===== config.mk =====
export PLATFORM = sky130hd
export DESIGN_NAME = ysyx_24100005_lsu
export DESIGN_NICKNAME = d
export VERILOG_FILES = /design/src/rtl/ysyx_24100005_pkg.sv /design/src/rtl/ysyx_24100005_lsu_align.sv /design/src/rtl/ysyx_24100005_lsu.sv
export SDC_FILE = /design/constraint.sdc
export NUM_CORES = 1
export LEC_CHECK = 0
export CAP_MARGIN = 5
export CORE_ASPECT_RATIO = 2
export CORE_MARGIN = 8
export CORE_UTILIZATION = 30
export DETAILED_ROUTE_END_ITERATION = 10
export GPL_ROUTABILITY_DRIVEN = 0
export GPL_TIMING_DRIVEN = 0
export HOLD_SLACK_MARGIN = 0.08
export PLACE_DENSITY = 0.57
export SYNTH_ARGS = -nofsm -noshare
export SYNTH_HDL_FRONTEND = slang
export SYNTH_SLANG_ARGS = --single-unit

===== constraint.sdc =====
create_clock -name clk -period 2.4 [get_ports clk]
set_input_delay 0.24 -clock clk [delete_from_list [all_inputs] [get_ports clk]]
set_output_delay 0.24 -clock clk [all_outputs]
set_load 0.05 [all_outputs]

===== src/rtl/ysyx_24100005_pkg.sv =====
// Shared definitions for the NPC load/store path.
// Contents: funct3 encodings for loads/stores, the LSU state encoding,
// and the RISC-V major opcodes for LOAD and STORE.
package ysyx_24100005_pkg;

  localparam logic [2:0] F3_B  = 3'b000;
  localparam logic [2:0] F3_H  = 3'b001;
  localparam logic [2:0] F3_W  = 3'b010;
  localparam logic [2:0] F3_D  = 3'b011;
  localparam logic [2:0] F3_BU = 3'b100;
  localparam logic [2:0] F3_HU = 3'b101;
  localparam logic [2:0] F3_WU = 3'b110;

  localparam logic [6:0] LOAD  = 7'b0000011;
  localparam logic [6:0] STORE = 7'b0100011;

  typedef enum logic [1:0] {
    IDLE = 2'd0,
    REQ  = 2'd1,
    WAIT = 2'd2,
    RESP = 2'd3
  } lsu_state_e;

endpackage


===== src/rtl/ysyx_24100005_lsu_align.sv =====
// Combinational lane logic for the LSU.
// Stores: byte strobes and store data shifted into the addressed lanes.
// Loads:  full-width read data shifted down to the addressed byte, cut to
//         the access size and sign- or zero-extended.
// Ports:
//   funct3    in  access funct3 (size in [1:0], unsigned flag in [2])
//   we        in  1 = store; strobes/write data are zero for loads
//   off       in  byte offset within the memory word
//   wdata     in  right-aligned store data
//   rdata     in  full-width memory read data
//   wstrb     out byte strobes
//   wdata_sh  out lane-shifted store data
//   rdata_ext out extended load result
module ysyx_24100005_lsu_align
  import ysyx_24100005_pkg::*;
#(
  parameter int DATA_W = 32,
  parameter int NB     = DATA_W / 8,
  parameter int OFF_W  = $clog2(DATA_W / 8)
) (
  input  logic [2:0]        funct3,
  input  logic              we,
  input  logic [OFF_W-1:0]  off,
  input  logic [DATA_W-1:0] wdata,
  input  logic [DATA_W-1:0] rdata,
  output logic [NB-1:0]     wstrb,
  output logic [DATA_W-1:0] wdata_sh,
  output logic [DATA_W-1:0] rdata_ext
);

  logic [NB-1:0]     mask;
  logic [DATA_W-1:0] shifted;
  logic              msb;
  int                nbytes;
  int                nbits;

  always_comb begin
    nbytes = 1 << funct3[1:0];
    mask   = '0;
    for (int i = 0; i < NB; i++) begin
      mask[i] = (i < nbytes);
    end
    wstrb    = we ? (mask << off) : '0;
    wdata_sh = we ? (wdata << {off, 3'b000}) : '0;
  end

  always_comb begin
    shifted = rdata >> {off, 3'b000};
    nbits   = 8 << funct3[1:0];
    case (funct3[1:0])
      2'b00:   msb = shifted[7];
      2'b01:   msb = shifted[15];
      2'b10:   msb = shifted[31];
      default: msb = shifted[DATA_W-1];
    endcase
    rdata_ext = '0;
    // Bits above the access size take the sign bit unless the load is unsigned.
    for (int i = 0; i < DATA_W; i++) begin
      rdata_ext[i] = (i < nbits) ? shifted[i] : (~funct3[2] & msb);
    end
  end

endmodule


===== src/rtl/ysyx_24100005_lsu.sv =====
// Multi-cycle load/store unit between execute and the memory adapter.
// One request at a time; illegal requests (bad funct3, misaligned) are
// answered with an error without touching memory; a silent memory is cut
// off after TIMEOUT_CYC wait cycles with an error.
// Ports:
//   clk, rst (async, active low)
//   req_*  core request (valid/ready, we, funct3, addr, wdata)
//   rsp_*  one-cycle completion pulse with load data / error
//   mem_*  registered valid/ready memory port, response via mem_rsp_valid
//
// state | meaning
// IDLE  | ready for a core request
// REQ   | memory request held until mem_req_ready
// WAIT  | waiting for mem_rsp_valid or timeout
// RESP  | rsp_valid pulse
module ysyx_24100005_lsu
  import ysyx_24100005_pkg::*;
#(
  parameter int ADDR_W      = 32,
  parameter int DATA_W      = 32,
  parameter int TIMEOUT_CYC = 16
) (
  input  logic                clk,
  input  logic                rst,
  input  logic                req_valid,
  output logic                req_ready,
  input  logic                req_we,
  input  logic [2:0]          req_funct3,
  input  logic [ADDR_W-1:0]   req_addr,
  input  logic [DATA_W-1:0]   req_wdata,
  output logic                rsp_valid,
  output logic [DATA_W-1:0]   rsp_rdata,
  output logic                rsp_err,
  output logic                mem_req_valid,
  input  logic                mem_req_ready,
  output logic                mem_we,
  output logic [ADDR_W-1:0]   mem_addr,
  output logic [DATA_W-1:0]   mem_wdata,
  output logic [DATA_W/8-1:0] mem_wstrb,
  input  logic                mem_rsp_valid,
  input  logic [DATA_W-1:0]   mem_rdata
);

  localparam int NB    = DATA_W / 8;
  localparam int OFF_W = $clog2(NB);
  localparam logic [ADDR_W-1:0] ALIGN_MASK = ~ADDR_W'(NB - 1);
  localparam logic [7:0] CNT_LAST = 8'(TIMEOUT_CYC - 1);

  lsu_state_e        state_q, state_d;
  logic              we_q, we_d;
  logic [2:0]        f3_q, f3_d;
  logic [ADDR_W-1:0] addr_q, addr_d;
  logic [DATA_W-1:0] wdata_q, wdata_d;
  logic [DATA_W-1:0] rdata_q, rdata_d;
  logic              err_q, err_d;
  logic [7:0]        cnt_q, cnt_d;

  logic              bad_f3;
  logic              misaligned;
  logic              illegal;
  logic [NB-1:0]     strb_lane;
  logic [DATA_W-1:0] wdata_lane;
  logic [DATA_W-1:0] rdata_ext;

  always_comb begin
    bad_f3 = (req_funct3 == 3'b111) || (req_we && req_funct3[2]);
    if (DATA_W == 32) begin
      bad_f3 = bad_f3 || (req_funct3[1:0] == 2'b11) || (req_funct3 == F3_WU);
    end
    case (req_funct3[1:0])
      2'b00:   misaligned = 1'b0;
      2'b01:   misaligned = req_addr[0];
      2'b10:   misaligned = |req_addr[1:0];
      default: misaligned = |req_addr[2:0];
    endcase
    illegal = bad_f3 || misaligned;
  end

  ysyx_24100005_lsu_align #(
    .DATA_W (DATA_W)
  ) u_align (
    .funct3    (f3_q),
    .we        (we_q),
    .off       (addr_q[OFF_W-1:0]),
    .wdata     (wdata_q),
    .rdata     (mem_rdata),
    .wstrb     (strb_lane),
    .wdata_sh  (wdata_lane),
    .rdata_ext (rdata_ext)
  );

  always_ff @(posedge clk or negedge rst) begin
    if (!rst) begin
      state_q <= IDLE;
      we_q    <= 1'b0;
      f3_q    <= 3'b000;
      addr_q  <= '0;
      wdata_q <= '0;
      rdata_q <= '0;
      err_q   <= 1'b0;
      cnt_q   <= '0;
    end else begin
      state_q <= state_d;
      we_q    <= we_d;
      f3_q    <= f3_d;
      addr_q  <= addr_d;
      wdata_q <= wdata_d;
      rdata_q <= rdata_d;
      err_q   <= err_d;
      cnt_q   <= cnt_d;
    end
  end

  always_comb begin
    state_d = state_q;
    we_d    = we_q;
    f3_d    = f3_q;
    addr_d  = addr_q;
    wdata_d = wdata_q;
    rdata_d = rdata_q;
    err_d   = err_q;
    cnt_d   = cnt_q;
    case (state_q)
      IDLE: begin
        if (req_valid) begin
          we_d    = req_we;
          f3_d    = req_funct3;
          addr_d  = req_addr;
          wdata_d = req_wdata;
          rdata_d = '0;
          err_d   = illegal;
          state_d = illegal ? RESP : REQ;
        end
      end
      REQ: begin
        if (mem_req_ready) begin
          cnt_d   = '0;
          state_d = WAIT;
        end
      end
      WAIT: begin
        cnt_d = cnt_q + 8'd1;
        if (mem_rsp_valid) begin
          rdata_d = we_q ? '0 : rdata_ext;
          state_d = RESP;
        end else if (cnt_q == CNT_LAST) begin
          err_d   = 1'b1;
          state_d = RESP;
        end
      end
      RESP:    state_d = IDLE;
      default: state_d = IDLE;
    endcase
  end

  // Memory-side outputs are forced to zero outside REQ so a reset or idle
  // LSU presents nothing on the bus.
  assign req_ready     = (state_q == IDLE);
  assign mem_req_valid = (state_q == REQ);
  assign mem_we        = mem_req_valid & we_q;
  assign mem_addr      = mem_req_valid ? (addr_q & ALIGN_MASK) : '0;
  assign mem_wstrb     = mem_req_valid ? strb_lane : '0;
  assign mem_wdata     = mem_req_valid ? wdata_lane : '0;
  assign rsp_valid     = (state_q == RESP);
  assign rsp_rdata     = rsp_valid ? rdata_q : '0;
  assign rsp_err       = rsp_valid & err_q;

endmodule


==> results.cfg, run 1 <==
[die]
ios = 210
die_area_um2 = 24800
initial_core_util_pct = 30.2
die-width_um = 115
die_h_um = 215
fp-row-count = 73
coreArea_um2 = 19600

[critical_path]
worst-setup-path-type = reg2out
cp-end-kind = output port
rrSetupSlack_ns = 0.16
start_kind = flip-flop
crit_end = mem_wdata[28]
cp.depth = 6
startpoint = addr_q[0]
cp_max_fo = 10
crit_buf_inv = 4
crit_chain = buf_4 > clkbuf_4 > clkbuf_4 > a211oi_1 > a211oi_2 > buf_6
cp.arrival_ns = 2.08
ff2ff_path_depth = 6
crit_family = buffers and inverters
slowest_stage = dfrtp_1
slowest_delay_ns = 0.41
rr_startpoint = state_q[0]
worstPathRequired_ns = 2.16
r2r-end = rdata_q[13]
path_common_cell = clkbuf_4

[placed_design]
dp_hpwl_um = 15800
post-place-ws_ns = -0.793
io_buffers = 207
placed_cell_area_um2 = 8460

[routing]
drc = 0
via_per_inst = 4.93
dr.pass1.iters = 4
wire_per_inst_um = 20.1
wl_um = 20800
drtIter0Drc = 193
drtAntennaViolNets = 0
routed-via-count = 5088

[sta]
layout_setup_ws_ns = 0.0829
fmax_mhz = 432
worst_pin_slew_ns = 0.652
period_needed_ns = 2.32
tns_ns = 0
fin_worst_skew_ns = 0.00837
rsz0062_at_grt = false
finalHoldViolations = 0
min_period_over_period_pct = 96.5
setup_viol = 0
maxSlewHeadroom_pct = 56.5
maxSlewViolCount = 0

[clocking]
cts-buffers-inserted = 9
clk_pin_slew_ns = 0.07
h-tree-depth = 3
cts_tree = done
clockBufferDepth = 2
clock_sinks = 111
clock-root-buffer = clkbuf_16
clkLatencyLatePin_ns = 0.35

[cells_and_area]
nets = 879
multiInputGateArea_um2 = 3080
fill_cells = 1921
drive_gt1_share_pct = 32.1
syn_to_final_growth_pct = 47.1
design_area_um2 = 8730
finish.utilization_pct = 44.5
seqCellArea_um2 = 2780
antenna_cells = 0

[pwr]
peakVddDrop_mv = 0.562
total_power_w = 0.0109
power.density_nw_per_um2 = 1250
leakagePower_nw = 3.85

[global_routing]
grt_pass1_vias = 5507
grt_antenna_before_repair = 0
grt_overflow = 0
track_usage_pct = 16.9
grt_max_degree = 70
grt_pass1_wl_um = 32200

[yosys]
synth.yosys.seq_area_share_pct = 46.8
synth_flop_cell = dfrtp_1
yosysWarnings = 0
ys_ff_latch = 111
synth_area_um2 = 5940
yosysUniqueCellTypes = 45
syn-instance-count = 546
synth-edff-count = 0
syn_area_per_cell_um2 = 10.9
async_flop_share_pct = 100

[flow_run]
max_cap_violations = 0

[worst_hold_path]
hold_path.class = in2async

[run_status]
status = complete, no violations
-- final cells by class --
type,instances,share of cell area [%]
clock inverters,1,0.100
inverters,6,0.258
well taps,262,3.75
flip-flops and latches,111,31.8
repair buffers,213,23.3
clock buffers,11,2.78
plain buffers,37,2.67
multi-input cells,391,35.3
-- cells in the final DEF, fill, tap and decap left out, drive strengths merged, types with 2 or more instances in the layout --
master           n
clkdlybuf4s50  105
nand3            3
nand2b           4
and2            71
a211oi          18
conb             2
buf             59
dlymetal6s2s     5
or2              3
mux2i           35
nand2           24
and3             2
clkbuf          37
inv              6
a221o           24
nor4             3
xnor2            3
clkdlybuf4s15   53
nor2b           11
dfrtp          111
a21oi           20
ha               5
nor3             6
nor2            44
o21ai           21
mux2            77
-- stage by stage --
step                      hold WS [ns]  std cells
after global placement           0.463       1016
final                            0.385       1032
after CTS                        0.388       1034
after floorplan                -0.0556        547
after global routing             0.417       1032
after detailed placement         0.198       1017
-- flip-flops by register name, summed over array words and instances, names as in the netlist --
register / count
err_q: 1
f3_q: 3
state_q: 2
rdata_q: 32
cnt_q: 8
wdata_q: 32
addr_q: 32
we_q: 1
-- where the power goes --
group / total [W] / internal, W / switching, W
Combinational: 0.00619 / 0.00245 / 0.00374
Sequential: 0.00330 / 0.00272 / 0.000577
Clock: 0.00139 / 0.000714 / 0.000679
-- how the worst min path moves through the flow --
| stage | startpoint | endpoint | slack, ns | cells after the start |
|---|---|---|---|---|
| 2_1_floorplan | rst | addr_q[0] | -0.06 | 0 |
| 3_3_place_gp | rdata_q[1] | rdata_q[1] | 0.46 | 2 |
| 3_5_place_dp | rst | rdata_q[29] | 0.20 | 1 |
| 4_1_cts | rst | rdata_q[29] | 0.39 | 2 |
| 5_1_grt | rst | rdata_q[29] | 0.42 | 2 |
| 6_report | rst | rdata_q[18] | 0.38 | 2 |
-- cell usage after synthesis (2+ instances only) --
master | count | area, um^2
and2_1 | 71 | 444
nor4_1 | 2 | 12.5
dfrtp_1 | 111 | 2780
nand2b_1 | 3 | 18.8
nand2_1 | 24 | 90.1
mux2_2 | 77 | 867
inv_1 | 6 | 22.5
buf_1 | 9 | 33.8
xnor2_1 | 3 | 26.3
nor3_1 | 5 | 25.0
buf_6 | 2 | 22.5
a221o_1 | 24 | 240
buf_4 | 2 | 15.0
nor2_2 | 2 | 12.5
or2_2 | 2 | 12.5
nor2_1 | 41 | 154
nand3_1 | 3 | 15.0
buf_2 | 9 | 45.0
and3_1 | 2 | 12.5
o21ai_0 | 21 | 105
mux2i_1 | 35 | 350
ha_1 | 5 | 62.6
a21oi_1 | 20 | 100
nor2b_1 | 11 | 68.8
a211oi_1 | 18 | 135
clkbuf_1 | 19 | 71.3
-- kinds of logic after synthesis --
group	after synthesis	share of synthesized area (%)
fa+ha+maj	5	1.05
flops	111	46.8
other cells	1	0.0632
simple gates	175	16.3
compound gates	91	11.0
mux	113	20.9
xor+xnor	3	0.443
buf+inv	47	3.54
-- repair_timing --
action,in CTS,in global routing
resized for setup,365,38
setup endpoints to repair,106,76
gates cloned,2,0
hold endpoints to repair,42,0
buffers inserted,4,0
pin swaps,2,2
hold buffers,1,0
-- routing by layer --
metal,global-route usage [%],wire [um]
met5,0,0
met4,6.31,481
met3,7.28,2270
met2,25.5,9350
met1,20.6,8670
Note: power is estimated with default switching activity, not from simulation.
==> run 2, diff against run 1 <==
CAP_MARGIN = unset   (was 5)
CORE_ASPECT_RATIO = unset   (was 2)
==> run 2 against run 1 <==
Effect of this change:
- critical path depth did not move
- die area shrank 1.1%
- clock skew is 0.0029 ns lower
- sequential cell count is the same
- register-to-register slack about the same
- utilization up 0.85 points
- critical endpoint is now mem_wdata[19]
- largest cell class unchanged
- largest power group unchanged
==> results.cfg, run 2 (synthesis results as in run 1) <==
[die]
fp-row-count = 51
initial_core_util_pct = 30.5
die-width_um = 157
coreArea_um2 = 19500
die_h_um = 157
ios = 210
die_area_um2 = 24500

[sta]
min_period_over_period_pct = 96.4
whs_ns = 0.393
maxSlewViolCount = 0
period_needed_ns = 2.31
tns_ns = 0
fin_worst_skew_ns = 0.00551
finalHoldViolations = 0
maxSlewHeadroom_pct = 57.3
worst_pin_slew_ns = 0.635
setup_viol = 0
rsz0062_at_grt = false
fmax_mhz = 432

[critical_path]
cp_max_fo = 10
rr_startpoint = state_q[0]
cp.arrival_ns = 2.07
startpoint = addr_q[0]
worst-setup-path-type = reg2out
rrSetupSlack_ns = 0.15
crit_end = mem_wdata[19]
r2r-end = rdata_q[13]
start_kind = flip-flop
ff2ff_path_depth = 6
cp-end-kind = output port
worstPathRequired_ns = 2.16

[cells_and_area]
antenna_cells = 0
fill_cells = 1870
finish.utilization_pct = 45.3
drive_gt1_share_pct = 33.1
nets = 879
final_common_cell = dfrtp_1
syn_to_final_growth_pct = 48.6
largestRegisters = addr_q (32), rdata_q (32), wdata_q (32)
stdcell_count = 1039
final_cell_mix = 111 x dfrtp_1, 104 x clkdlybuf4s50_1, 77 x mux2_2, 63 x and2_1, 57 x clkdlybuf4s15_2
design_area_um2 = 8820

[routing]
met3_length_um = 1540
drtIter0Drc = 278
dr_wl_met2_um = 10200
drc = 0
wl_um = 21100
top_layer = met4
drtAntennaViolNets = 0
via_per_inst = 4.97
wl_met1_um = 9120
routed-via-count = 5161
wire_per_inst_um = 20.3
dr.pass1.iters = 4

[placed_design]
io_buffers = 207
dp_hpwl_um = 16200
placed_cell_area_um2 = 8460
place_inst = 1020

[pwr]
leakagePower_nw = 3.83
power.density_nw_per_um2 = 1260
peakVddDrop_mv = 0.477

[clocking]
h-tree-depth = 3
clock-root-buffer = clkbuf_16
clockBufferDepth = 2
cts_tree = done
clkLatencyLatePin_ns = 0.35
clk_pin_slew_ns = 0.08
clock_sinks = 111
cts-buffers-inserted = 9

[run_status]
status = complete, no violations

[global_routing]
grt_pass1_wl_um = 32900
grt_pass1_vias = 5648
grt_antenna_before_repair = 0
track_usage_pct = 17.2
grt_max_degree = 65
grt_overflow = 0

[flow_run]
max_cap_violations = 0

[worst_hold_path]
hold_path.class = in2async
==> run 2: how the worst min path moves through the flow <==
| stage | cells after the start | from | slack [ns] | to |
|---|---|---|---|---|
| floorplan | 0 | rst | -0.06 | addr_q[0] |
| global placement | 2 | rdata_q[6] | 0.46 | rdata_q[6] |
| detailed placement | 1 | rst | 0.21 | cnt_q[6] |
| CTS | 2 | rst | 0.42 | cnt_q[6] |
| global route | 2 | rst | 0.43 | cnt_q[4] |
| finish | 2 | rst | 0.39 | cnt_q[6] |
==> run 2: layer usage <==
| metal | GRT usage [%] | up-vias |
|---|---|---|
| li1 | - | 2376 |
| met1 | 21.9 | 2573 |
| met2 | 28.1 | 194 |
| met3 | 4.69 | 18 |
| met4 | 5.17 | 0 |
| met5 | 0 | - |
==> run 2: metrics by stage <==
step                total power, W  setup slack, ns
finish                      0.0111           0.0875
global route                0.0118          0.00264
CTS                         0.0112          0.00428
detailed placement         0.00958           -0.828
global placement           0.00946            -3.36
floorplan                  0.00750          -0.0134
==> run 2: timing repair <==
item	4_1_cts	5_1_grt
endpoints found under the setup margin	109	109
pin swaps	1	1
gates cloned	1	0
endpoints found under the hold margin	47	0
resized for setup	384	49
hold buffers	1	0
setup buffers	3	0
==> run 2: cell type report <==
class                           instances  area [um^2]  area share, %
Tap cell                              265          332           3.76
Buffer                                 39          240           2.72
Sequential cell                       111         2780           31.5
Multi-Input combinational cell        390         3080           34.9
Inverter                                6         22.5          0.255
Timing Repair Buffer                  212         2060           23.4
Clock buffer                           10          239           2.71
Clock inverter                          6         68.8          0.780
==> run 2: where the power goes <==
group	internal, W	total (W)	switching, W
Sequential	0.00272	0.00331	0.000596
Combinational	0.00246	0.00625	0.00379
Clock	0.000848	0.00158	0.000734
Total	0.00603	0.0111	0.00512
==> run 2: critical path, cell delays in order, from the launching register on <==
cell     delay, ns
dfrtp_1       0.40
buf_4         0.22
nor2b_4       0.27
buf_2         0.31
a21oi_1       0.12
nor2_1        0.21
buf_6         0.20
